<file path="src/rtl/data_mem_arbiter.sv">
// Round-robin arbiter/sequencer sharing one single-ported dataMemory between two requesters.
// Define DMEM_ARB_FIXED_PRIO_EN to make port 0 always win contention instead of round-robin.
module data_mem_arbiter #(
    parameter int AW = 32,
    parameter int DW = 32
) (
    input  logic          clk,
    input  logic          reset,
    input  logic          p0_req,
    input  logic          p0_we,
    input  logic [AW-1:0] p0_addr,
    input  logic [DW-1:0] p0_wdata,
    output logic          p0_ack,
    output logic [DW-1:0] p0_rdata,
    input  logic          p1_req,
    input  logic          p1_we,
    input  logic [AW-1:0] p1_addr,
    input  logic [DW-1:0] p1_wdata,
    output logic          p1_ack,
    output logic [DW-1:0] p1_rdata,
    output logic          memRead,
    output logic          memWrite,
    output logic [AW-1:0] address,
    output logic [DW-1:0] writeData,
    input  logic [DW-1:0] readData,
    output logic          busy,
    output logic [1:0]    dbg_state
);
    // Handshake: a requester raises req with stable we/addr/wdata and holds them until
    // its one-cycle ack; req is only sampled in IDLE, so holding it issues back-to-back transfers.
    localparam logic [1:0] S_IDLE   = 2'd0;
    localparam logic [1:0] S_ACCESS = 2'd1;
    localparam logic [1:0] S_RESP   = 2'd2;

    logic [1:0]    state_q, state_d;
    logic          gnt_id_q, gnt_id_d;
    logic          we_q, we_d;
    logic [AW-1:0] addr_q, addr_d;
    logic [DW-1:0] wdata_q, wdata_d;
    logic [DW-1:0] rdata_q, rdata_d;
    logic          win;
`ifndef DMEM_ARB_FIXED_PRIO_EN
    logic          last_gnt_q, last_gnt_d;
`endif

    always_comb begin
`ifdef DMEM_ARB_FIXED_PRIO_EN
        win = !p0_req;
`else
        // On contention the port that did not win last time goes next.
        if (p0_req && p1_req) win = !last_gnt_q;
        else                  win = !p0_req;
`endif
    end

    always_comb begin
        state_d    = state_q;
        gnt_id_d   = gnt_id_q;
        we_d       = we_q;
        addr_d     = addr_q;
        wdata_d    = wdata_q;
        rdata_d    = rdata_q;
`ifndef DMEM_ARB_FIXED_PRIO_EN
        last_gnt_d = last_gnt_q;
`endif
        case (state_q)
            S_IDLE: begin
                if (p0_req || p1_req) begin
                    gnt_id_d   = win;
                    we_d       = win ? p1_we    : p0_we;
                    addr_d     = win ? p1_addr  : p0_addr;
                    wdata_d    = win ? p1_wdata : p0_wdata;
`ifndef DMEM_ARB_FIXED_PRIO_EN
                    last_gnt_d = win;
`endif
                    state_d    = S_ACCESS;
                end
            end
            S_ACCESS: begin
                rdata_d = we_q ? '0 : readData;
                state_d = S_RESP;
            end
            S_RESP:   state_d = S_IDLE;
            default:  state_d = S_IDLE;
        endcase
    end

    always_ff @(posedge clk or posedge reset) begin
        if (reset) begin
            state_q    <= S_IDLE;
            gnt_id_q   <= 1'b0;
            we_q       <= 1'b0;
            addr_q     <= '0;
            wdata_q    <= '0;
            rdata_q    <= '0;
`ifndef DMEM_ARB_FIXED_PRIO_EN
            last_gnt_q <= 1'b1;
`endif
        end else begin
            state_q    <= state_d;
            gnt_id_q   <= gnt_id_d;
            we_q       <= we_d;
            addr_q     <= addr_d;
            wdata_q    <= wdata_d;
            rdata_q    <= rdata_d;
`ifndef DMEM_ARB_FIXED_PRIO_EN
            last_gnt_q <= last_gnt_d;
`endif
        end
    end

    // All outputs decode registered state only, so they drop to zero the instant reset asserts.
    always_comb begin
        memRead   = (state_q == S_ACCESS) && !we_q;
        memWrite  = (state_q == S_ACCESS) && we_q;
        address   = (state_q == S_ACCESS) ? addr_q  : '0;
        writeData = (state_q == S_ACCESS) ? wdata_q : '0;
        p0_ack    = (state_q == S_RESP) && !gnt_id_q;
        p1_ack    = (state_q == S_RESP) && gnt_id_q;
        p0_rdata  = p0_ack ? rdata_q : '0;
        p1_rdata  = p1_ack ? rdata_q : '0;
        busy      = (state_q == S_ACCESS) || (state_q == S_RESP);
        dbg_state = state_q;
    end
endmodule

</file>
<file path="config.mk">
export PLATFORM = sky130hd
export DESIGN_NAME = data_mem_arbiter
export DESIGN_NICKNAME = d
export VERILOG_FILES = /design/src/rtl/data_mem_arbiter.sv
export SDC_FILE = /design/constraint.sdc
export NUM_CORES = 1
export LEC_CHECK = 0
export CELL_PAD_IN_SITES_DETAIL_PLACEMENT = 2
export CELL_PAD_IN_SITES_GLOBAL_PLACEMENT = 2
export CORE_MARGIN = 2
export CORE_UTILIZATION = 22
export DETAILED_ROUTE_END_ITERATION = 6
export GPL_ROUTABILITY_DRIVEN = 0
export GPL_TIMING_DRIVEN = 1
export HOLD_SLACK_MARGIN = 0.03
export PLACE_DENSITY = 0.94
export SKIP_CTS_REPAIR_TIMING = 1
export SLEW_MARGIN = 20
export SYNTH_ARGS = -nofsm -noshare
export SYNTH_HDL_FRONTEND = slang
export SYNTH_SLANG_ARGS = --single-unit
</file>
<file path="constraint.sdc">
create_clock -name clk -period 9.55 [get_ports clk]
set_input_delay 2.3875 -clock clk [delete_from_list [all_inputs] [get_ports clk]]
set_output_delay 2.3875 -clock clk [all_outputs]
set_load 0.03 [all_outputs]
</file>
### After elaboration in Yosys (flattened, before gate mapping)

Cells that the tools add are included.

| storage, ports and cells | value |
|---|---|
| flip-flop bits (word level) | 101 |
| input port bits | 166 |
| output and inout port bits | 135 |

| operators by class | value |
|---|---|
| mux-type cells | 11 |
| reduce and logical (&&, ||, !) cells | 13 |
| eq/ne operators | 3 |

Operators with widths:

| cell | count |
|---|---|
| 32-bit two-way mux | 7 |
| 1-bit logical AND | 5 |
| 1-bit zero test | 4 |
| 2-bit one-hot mux with 2 select lines | 1 |
| 2-bit by 1-bit equality test with 1-bit output, second input constant | 1 |
| 2-bit equality test, second input constant | 1 |
| 2-bit zero test | 1 |
| 1-bit logical OR | 2 |
| 1-bit two-way mux | 2 |
| 2-bit two-way mux | 1 |
| 2-bit inequality test, second input constant | 1 |
| 2-bit AND reduction | 1 |

### Longest topological paths before layout

Gate-level depths: netlist of the first run.

| depth | value |
|---|---|
| depth in word-level cells | 3 |
| gate-level depth with buffers | 8 |
| depth with buffers taken out | 5 |

### Least setup slack after synthesis of the first run

OpenSTA, ideal clock, no wires.

| timing path | value |
|---|---|
| path kind | reg-to-output |
| from | register state_q[0], in the netlist dbg_state[0] |
| to | output p0_rdata[22] |
| path slack | 5.441 ns |
| arrival time | 1.721 ns |
| stages on the path, launching flop included | 6 |
| data required time | 7.162 ns |
| cell sequence | dfrtp_1 inv_1 ha_1 nor2b_1 buf_2 and2_1 |

| between the ends | value |
|---|---|
| longest elaborated chain between the ends | 3 |

RTL lines:

| what | line | source |
|---|---|---|
| start: declaration | 35 | `logic [1:0] state_q, state_d;` |
| start signal: assignment | 100 | `state_q <= state_d;` |
| 2-bit equality test | 118 | `p0_ack = (state_q == S_RESP) && !gnt_id_q;` |
| 1-bit logical AND | 118 |  |
| named net p0_ack | 13 | `output logic p0_ack,` |
| 32-bit two-way mux | 120 | `p0_rdata = p0_ack ? rdata_q : '0;` |
| end: declaration | 14 | `output logic [DW-1:0] p0_rdata,` |

The timed path passes the listed nets, and every way through them passes these cells.

### Worst setup path after layout of the first run

| timing path | value |
|---|---|
| from | register state_q[1], in the netlist dbg_state[1] |
| to | output memRead |

| between the ends | value |
|---|---|
| longest elaborated chain between the ends | 2 |

RTL lines:

| what | line | source |
|---|---|---|
| 2-bit by 1-bit equality test with 1-bit output | 114 | `memRead = (state_q == S_ACCESS) && !we_q;` |
| 1-bit logical AND | 114 |  |
| end: declaration | 21 | `output logic memRead,` |

No other way between the ends.

==> flow_summary.ini, run 1 <==
[timing]
drv_slew = 0
slew_headroom = 0.286
rsz0062_at_grt = false
setup_viol = 0
finalWorstSetupSlack_ns = 3.72
worst_slew_pin_slew_ns = 1.07
period_minus_slack_ns = 5.83
timing.final.crit_share = 0.610
hold_viol_final = 0
tns_ns = 0
timing.fmax_mhz = 172
skew_ns = 0.0171

[cts]
clock_path_buffers = 2
clock_latency_ns = 0.35
cts_buffers = 9
cts.sinks = 101
cts_root_buffer = clkbuf_16
cts_tree = yes
htree_levels = 3
clk_pin_slew_ns = 0.07

[routing]
viasPerCell = 4.64
firstDrtPassIters = 4
ant_nets = 0
wire_per_inst_um = 18.7
drcViolationCount = 0
totalWireLength_um = 23600
first_iter_violations = 204
vias = 5857

[power_and_ir_drop]
p_int_uw = 1380
p_leak_uw = 0.00355
swShare = 0.463
seqPwrFrac = 0.312
irDropWorstVdd_v = 0.000116
p_per_area_nw_per_um2 = 287
power_uw = 2570
combPwrFrac = 0.544
clock_power_share = 0.144
power_switching_uw = 1190

[setup_path]
crit_cells = 6
critPathArrivalTime_ns = 3.44
crit_family = buffers and inverters
cp_max_fo = 54
reg2regPathDepth = 7
crit_chain = inv_1, ha_2, buf_4, nor2b_2, buf_4, clkdlybuf4s50_1
end_kind = output pin
critPathLaunchType = flip-flop
cp_slowest_cell = clkdlybuf4s50_1
cp.required_ns = 7.16
r2r_setup_slack_ns = 6.90
slowest_delay_ns = 0.76
crit_type = flip-flop to output pin
cp_num_buf_inv = 4
path_common_cell = buf_4

[finish]
fillers = 2825
area_delta_synth_final_pct = 61.3
final_nets = 1096
drive_gt1_frac = 0.0354

[floorplan]
ioPinCount = 301
die_area_um2 = 26500
die_y_um = 163
core_um2 = 25000
dieWidth_um = 163
placementRows = 58
initial_core_util = 0.222

[global_routing]
grt_pass1_wl_um = 35700
grt_use_total = 0.173
grt_start_max_net_pins = 85
gr-total-overflow = 0
first_global_vias = 6183
antenna_found_initial = 1

[place]
io_buffers = 300
dp_slack_ns = 3.95
hpwl_um = 17300

[synth]
synth_top_area_share = 0.451
yosys_warnings = 0
yosysTopAreaCell = dfrtp_1
synth.distinct_cells = 24
ys_top_cells_by_area = dfrtp_1 (45%), and2_1 (11%), o21ai_0 (7.8%)
synth_nets = 846
synthCells = 676
synth-seq-cells = 101
avgSynthCellArea_um2 = 8.21
synth_area_um2 = 5550
synth-seq-area-share = 0.455

[outcome]
status = complete, no violations

[worst_hold_path]
hold_class = flip-flop to flip-flop
hold_depth = 2

[job]
max-cap-violations = 0
## worst reg2reg max path, cell delays in order (launching register included)
cell and delay, ns:
dfrtp_1 0.43, inv_1 0.13, ha_2 0.69, buf_4 0.55, nor2b_2 0.23, buf_4 0.32
nand2_1 0.15, o21ai_0 0.09
## worst paths after layout
| path | startpoint | to |
|---|---|---|
| setup / recovery | dbg_state[1] | memRead |
| hold / removal | last_gnt_q | last_gnt_q |
| setup reg to reg | dbg_state[1] | rdata_q[27] |
| hold reg to reg | last_gnt_q | last_gnt_q |
| max in group asynchronous | reset | rdata_q[14] |
| min in group asynchronous | reset | wdata_q[24] |
## kinds of logic (layout without fill, tap and decap cells)
logic type	Yosys count	after routing	synth area share
AO/OA/AOI/OAI	166	166	0.166
adder cells (fa/ha/maj)	4	4	0.00901
buffers and inverters	104	359	0.0897
flip-flops	101	101	0.455
multiplexers	1	1	0.00203
other	0	1	0
AND/OR/NAND/NOR	300	300	0.278
## stage by stage
step	std cells	hold WS, ns	util	instance area (um2)
floorplan	676	0.473	-	5550
global placement	1245	0.498	0.347	8670
detailed placement	1245	0.516	0.347	8670
CTS	1261	0.526	0.359	8950
global route	1262	0.580	0.359	8960
finish	1262	0.521	0.359	8960
## Yosys cell counts
cell type	instances
o21a_1	1
nand2_1	33
nor2_1	68
dfrtp_1	100
buf_4	4
ha_1	4
a21boi_0	1
mux2_2	1
clkbuf_1	30
dfstp_2	1
nand3_1	65
a31oi_1	67
and3_1	32
and2b_1	1
nand2b_1	1
clkbuf_2	5
nor2b_1	2
buf_2	21
and2_1	98
o21ai_0	86
o21ai_1	10
buf_6	8
o22ai_1	1
inv_1	36
## layer usage
layer	track usage	vias to the layer above	part of all wire	wire, um
met2	0.323	191	0.51	12100
met1	0.195	2868	0.41	9610
met4	0.0487	0	0.016	372
li1	-	2780	-	-
met3	0.0407	18	0.062	1460
met5	0	-	0	0
## power by group through the flow
stage          Sequential (uW)  Combinational, uW  Clock [uW]
2_1_floorplan              732                915           0
4_1_cts                    807               1430         388
6_report                   801               1400         370
3_5_place_dp               816               1420           0
5_1_grt                    833               1530         404
3_3_place_gp               797               1370           0
## layout by cell type (no fill, tap or decap), drive strengths merged
cell,instances
dfstp,1
mux2,1
nor2b,2
dfrtp,100
nand2,33
and2,98
o21ai,96
nand3,65
ha,4
nor2,68
buf,8
and3,32
a21boi,1
and2b,1
o22ai,1
diode,1
inv,40
clkinvlp,1
clkbuf,9
a31oi,67
clkinv,2
clkdlybuf4s50,299
nand2b,1
o21a,1
## registers in the layout, indices dropped and copies added (netlist names)
register / count
we_q: 1
dbg_state: 2
wdata_q: 32
last_gnt_q: 1
addr_q: 32
gnt_id_q: 1
rdata_q: 32
## area by class of cell
class	count	area, um2	area share
antenna	1	2.50	0.000279
clock buffer	9	225	0.0251
clock inverter	7	55.1	0.00615
inverter	36	138	0.0154
multi-input combinational	471	2540	0.284
sequential	101	2530	0.282
tap	330	413	0.0461
timing repair buffer	307	3050	0.341
No activity file was read; power rests on OpenSTA's default activity.
==> run 2, diff against run 1 <==
--- a/config.mk
+++ b/config.mk
@@ -8,12 +8,12 @@
 export CELL_PAD_IN_SITES_DETAIL_PLACEMENT = 2
 export CELL_PAD_IN_SITES_GLOBAL_PLACEMENT = 2
 export CORE_MARGIN = 2
-export CORE_UTILIZATION = 22
+export CORE_UTILIZATION = 19
 export DETAILED_ROUTE_END_ITERATION = 6
 export GPL_ROUTABILITY_DRIVEN = 0
 export GPL_TIMING_DRIVEN = 1
 export HOLD_SLACK_MARGIN = 0.03
-export PLACE_DENSITY = 0.94
+export PLACE_DENSITY = 0.87
 export SKIP_CTS_REPAIR_TIMING = 1
 export SLEW_MARGIN = 20
 export SYNTH_ARGS = -nofsm -noshare
==> constraint.sdc (replaced) <==
create_clock -name clk -period 4.81 [get_ports clk]
set_input_delay 1.2025 -clock clk [delete_from_list [all_inputs] [get_ports clk]]
set_output_delay 1.2025 -clock clk [all_outputs]
set_load 0.03 [all_outputs]
==> run 2 against run 1 <==
Net effect: worst setup slack lost 2.9 ns; sequential power grew 99%; final cell count grew 4.5%; flip-flop and latch count is the same; utilization shrank 4.0 points; sequential share of layout area shrank 0.55 points.
==> flow_summary.ini, run 2 (synthesized netlist as in run 1, its figures left out) <==
[timing]
rsz0062_at_grt = false
drv_slew = 0
hold_viol_final = 0
tns_ns = 0
skew_ns = 0.0127
timing.fmax_mhz = 251
setup_viol = 0
slew_headroom = 0.354
timing.final.crit_share = 0.828
period_minus_slack_ns = 3.98
worst_slew_pin_slew_ns = 0.970
holdWs_ns = 0.511

[job]
max-cap-violations = 0

[setup_path]
critPathArrivalTime_ns = 2.78
crit_type = flip-flop to output pin
cp.required_ns = 3.61
cp_max_fo = 34
r2r_end = addr_q[26]
slowest_delay_ns = 0.70
cp_slowest_cell = clkdlybuf4s50_1
r2r_setup_slack_ns = 2.54
reg2regPathDepth = 6
crit_chain = inv_1, ha_1, buf_4, nor2b_1, buf_4, and2_1, clkdlybuf4s50_1
worstReg2RegStart = dbg_state[0]
path_common_cell = buf_4
critPathLaunchType = flip-flop
end_kind = output pin

[power_and_ir_drop]
p_per_area_nw_per_um2 = 574
p_leak_uw = 0.00360
irDropWorstVdd_v = 0.000232
power_uw = 5250

[finish]
reg_top3 = addr_q x32, rdata_q x32, wdata_q x32
layout_common_cells = clkdlybuf4s50_1 (299), dfrtp_1 (100), and2_1 (98)
finish.utilization = 0.318
fillers = 3219
antennaDiodeCount = 0
final_nets = 1101
layout_commonest_cell = clkdlybuf4s50_1
area_delta_synth_final_pct = 64.5
drive_gt1_frac = 0.0396

[worst_hold_path]
hold_end = last_gnt_q
hold_class = flip-flop to flip-flop
min_from = last_gnt_q
hold_depth = 2

[floorplan]
ioPinCount = 301
die_y_um = 175
placementRows = 62
dieWidth_um = 175
initial_core_util = 0.193
die_area_um2 = 30600
core_um2 = 28700

[routing]
totalWireLength_um = 25000
ant_nets = 0
first_iter_violations = 318
wire_per_inst_um = 19.0
vias = 5953
drcViolationCount = 0
viasPerCell = 4.51
firstDrtPassIters = 6

[place]
hpwl_um = 18600
io_buffers = 300

[cts]
cts.sinks = 101
clk_pin_slew_ns = 0.07
cts_root_buffer = clkbuf_16
cts_tree = yes
clock_path_buffers = 2
cts_buffers = 9
htree_levels = 3
clock_latency_ns = 0.35

[global_routing]
grt_use_total = 0.163
antenna_found_initial = 2
first_global_vias = 6602
grt_pass1_wl_um = 38800
gr-total-overflow = 0
grt_start_max_net_pins = 69

[outcome]
status = complete, no violations
run 2: changes by cell type in the layout (fill, tap and decap cells not counted), sizes merged:
cell	change
inv	-2
buf	+5
bufinv	+1
clkinv	-2
diode	-1
clkbuf	+2
run 2: cell type report:
| cell class | count | area, um2 | area share |
|---|---|---|---|
| clock buffer | 11 | 253 | 0.0277 |
| sequential | 101 | 2530 | 0.277 |
| multi-input combinational | 471 | 2550 | 0.279 |
| timing repair buffer | 312 | 3130 | 0.342 |
| inverter | 36 | 140 | 0.0153 |
| clock inverter | 4 | 55.1 | 0.00603 |
| tap | 384 | 480 | 0.0526 |
run 2: metal layers:
metal | routed length, um | GRT usage
met1 | 11100 | 0.205
met2 | 12000 | 0.280
met4 | 467 | 0.0396
met3 | 1430 | 0.0394
met5 | 13 | 0
run 2: power breakdown:
group          total, uW  switching [uW]  internal (uW)
combinational       2870            1720           1150
clock                786             351            434
sequential          1590             317           1270
run 2: critical path: cells and delay by family (launching register included):
kind                       cells  cell delay [ns]
buffers and inverters          4             1.45
DFF                            1             0.45
and+or+nand+nor                2             0.37
adders and majority gates      1             0.15
run 2: worst max-delay path by stage:
stage	slack, ns	cells after the start	to	from
floorplan	0.96	1	addr_q[0]	reset
global placement	1.34	7	p0_rdata[26]	dbg_state[0]
detailed placement	1.16	7	p0_rdata[18]	dbg_state[0]
CTS	0.76	7	p0_rdata[18]	dbg_state[0]
global route	0.68	7	p0_rdata[18]	dbg_state[0]
finish	0.83	7	p0_rdata[18]	dbg_state[0]
run 2: stage by stage:
| stage | setup slack [ns] | instance area (um2) | cells |
|---|---|---|---|
| after floorplan | 0.962 | 5550 | 676 |
| final | 0.827 | 9140 | 1319 |
| after global routing | 0.678 | 9140 | 1319 |
| after detailed placement | 1.16 | 8830 | 1304 |
| after CTS | 0.765 | 9140 | 1319 |
| after global placement | 1.34 | 8820 | 1304 |
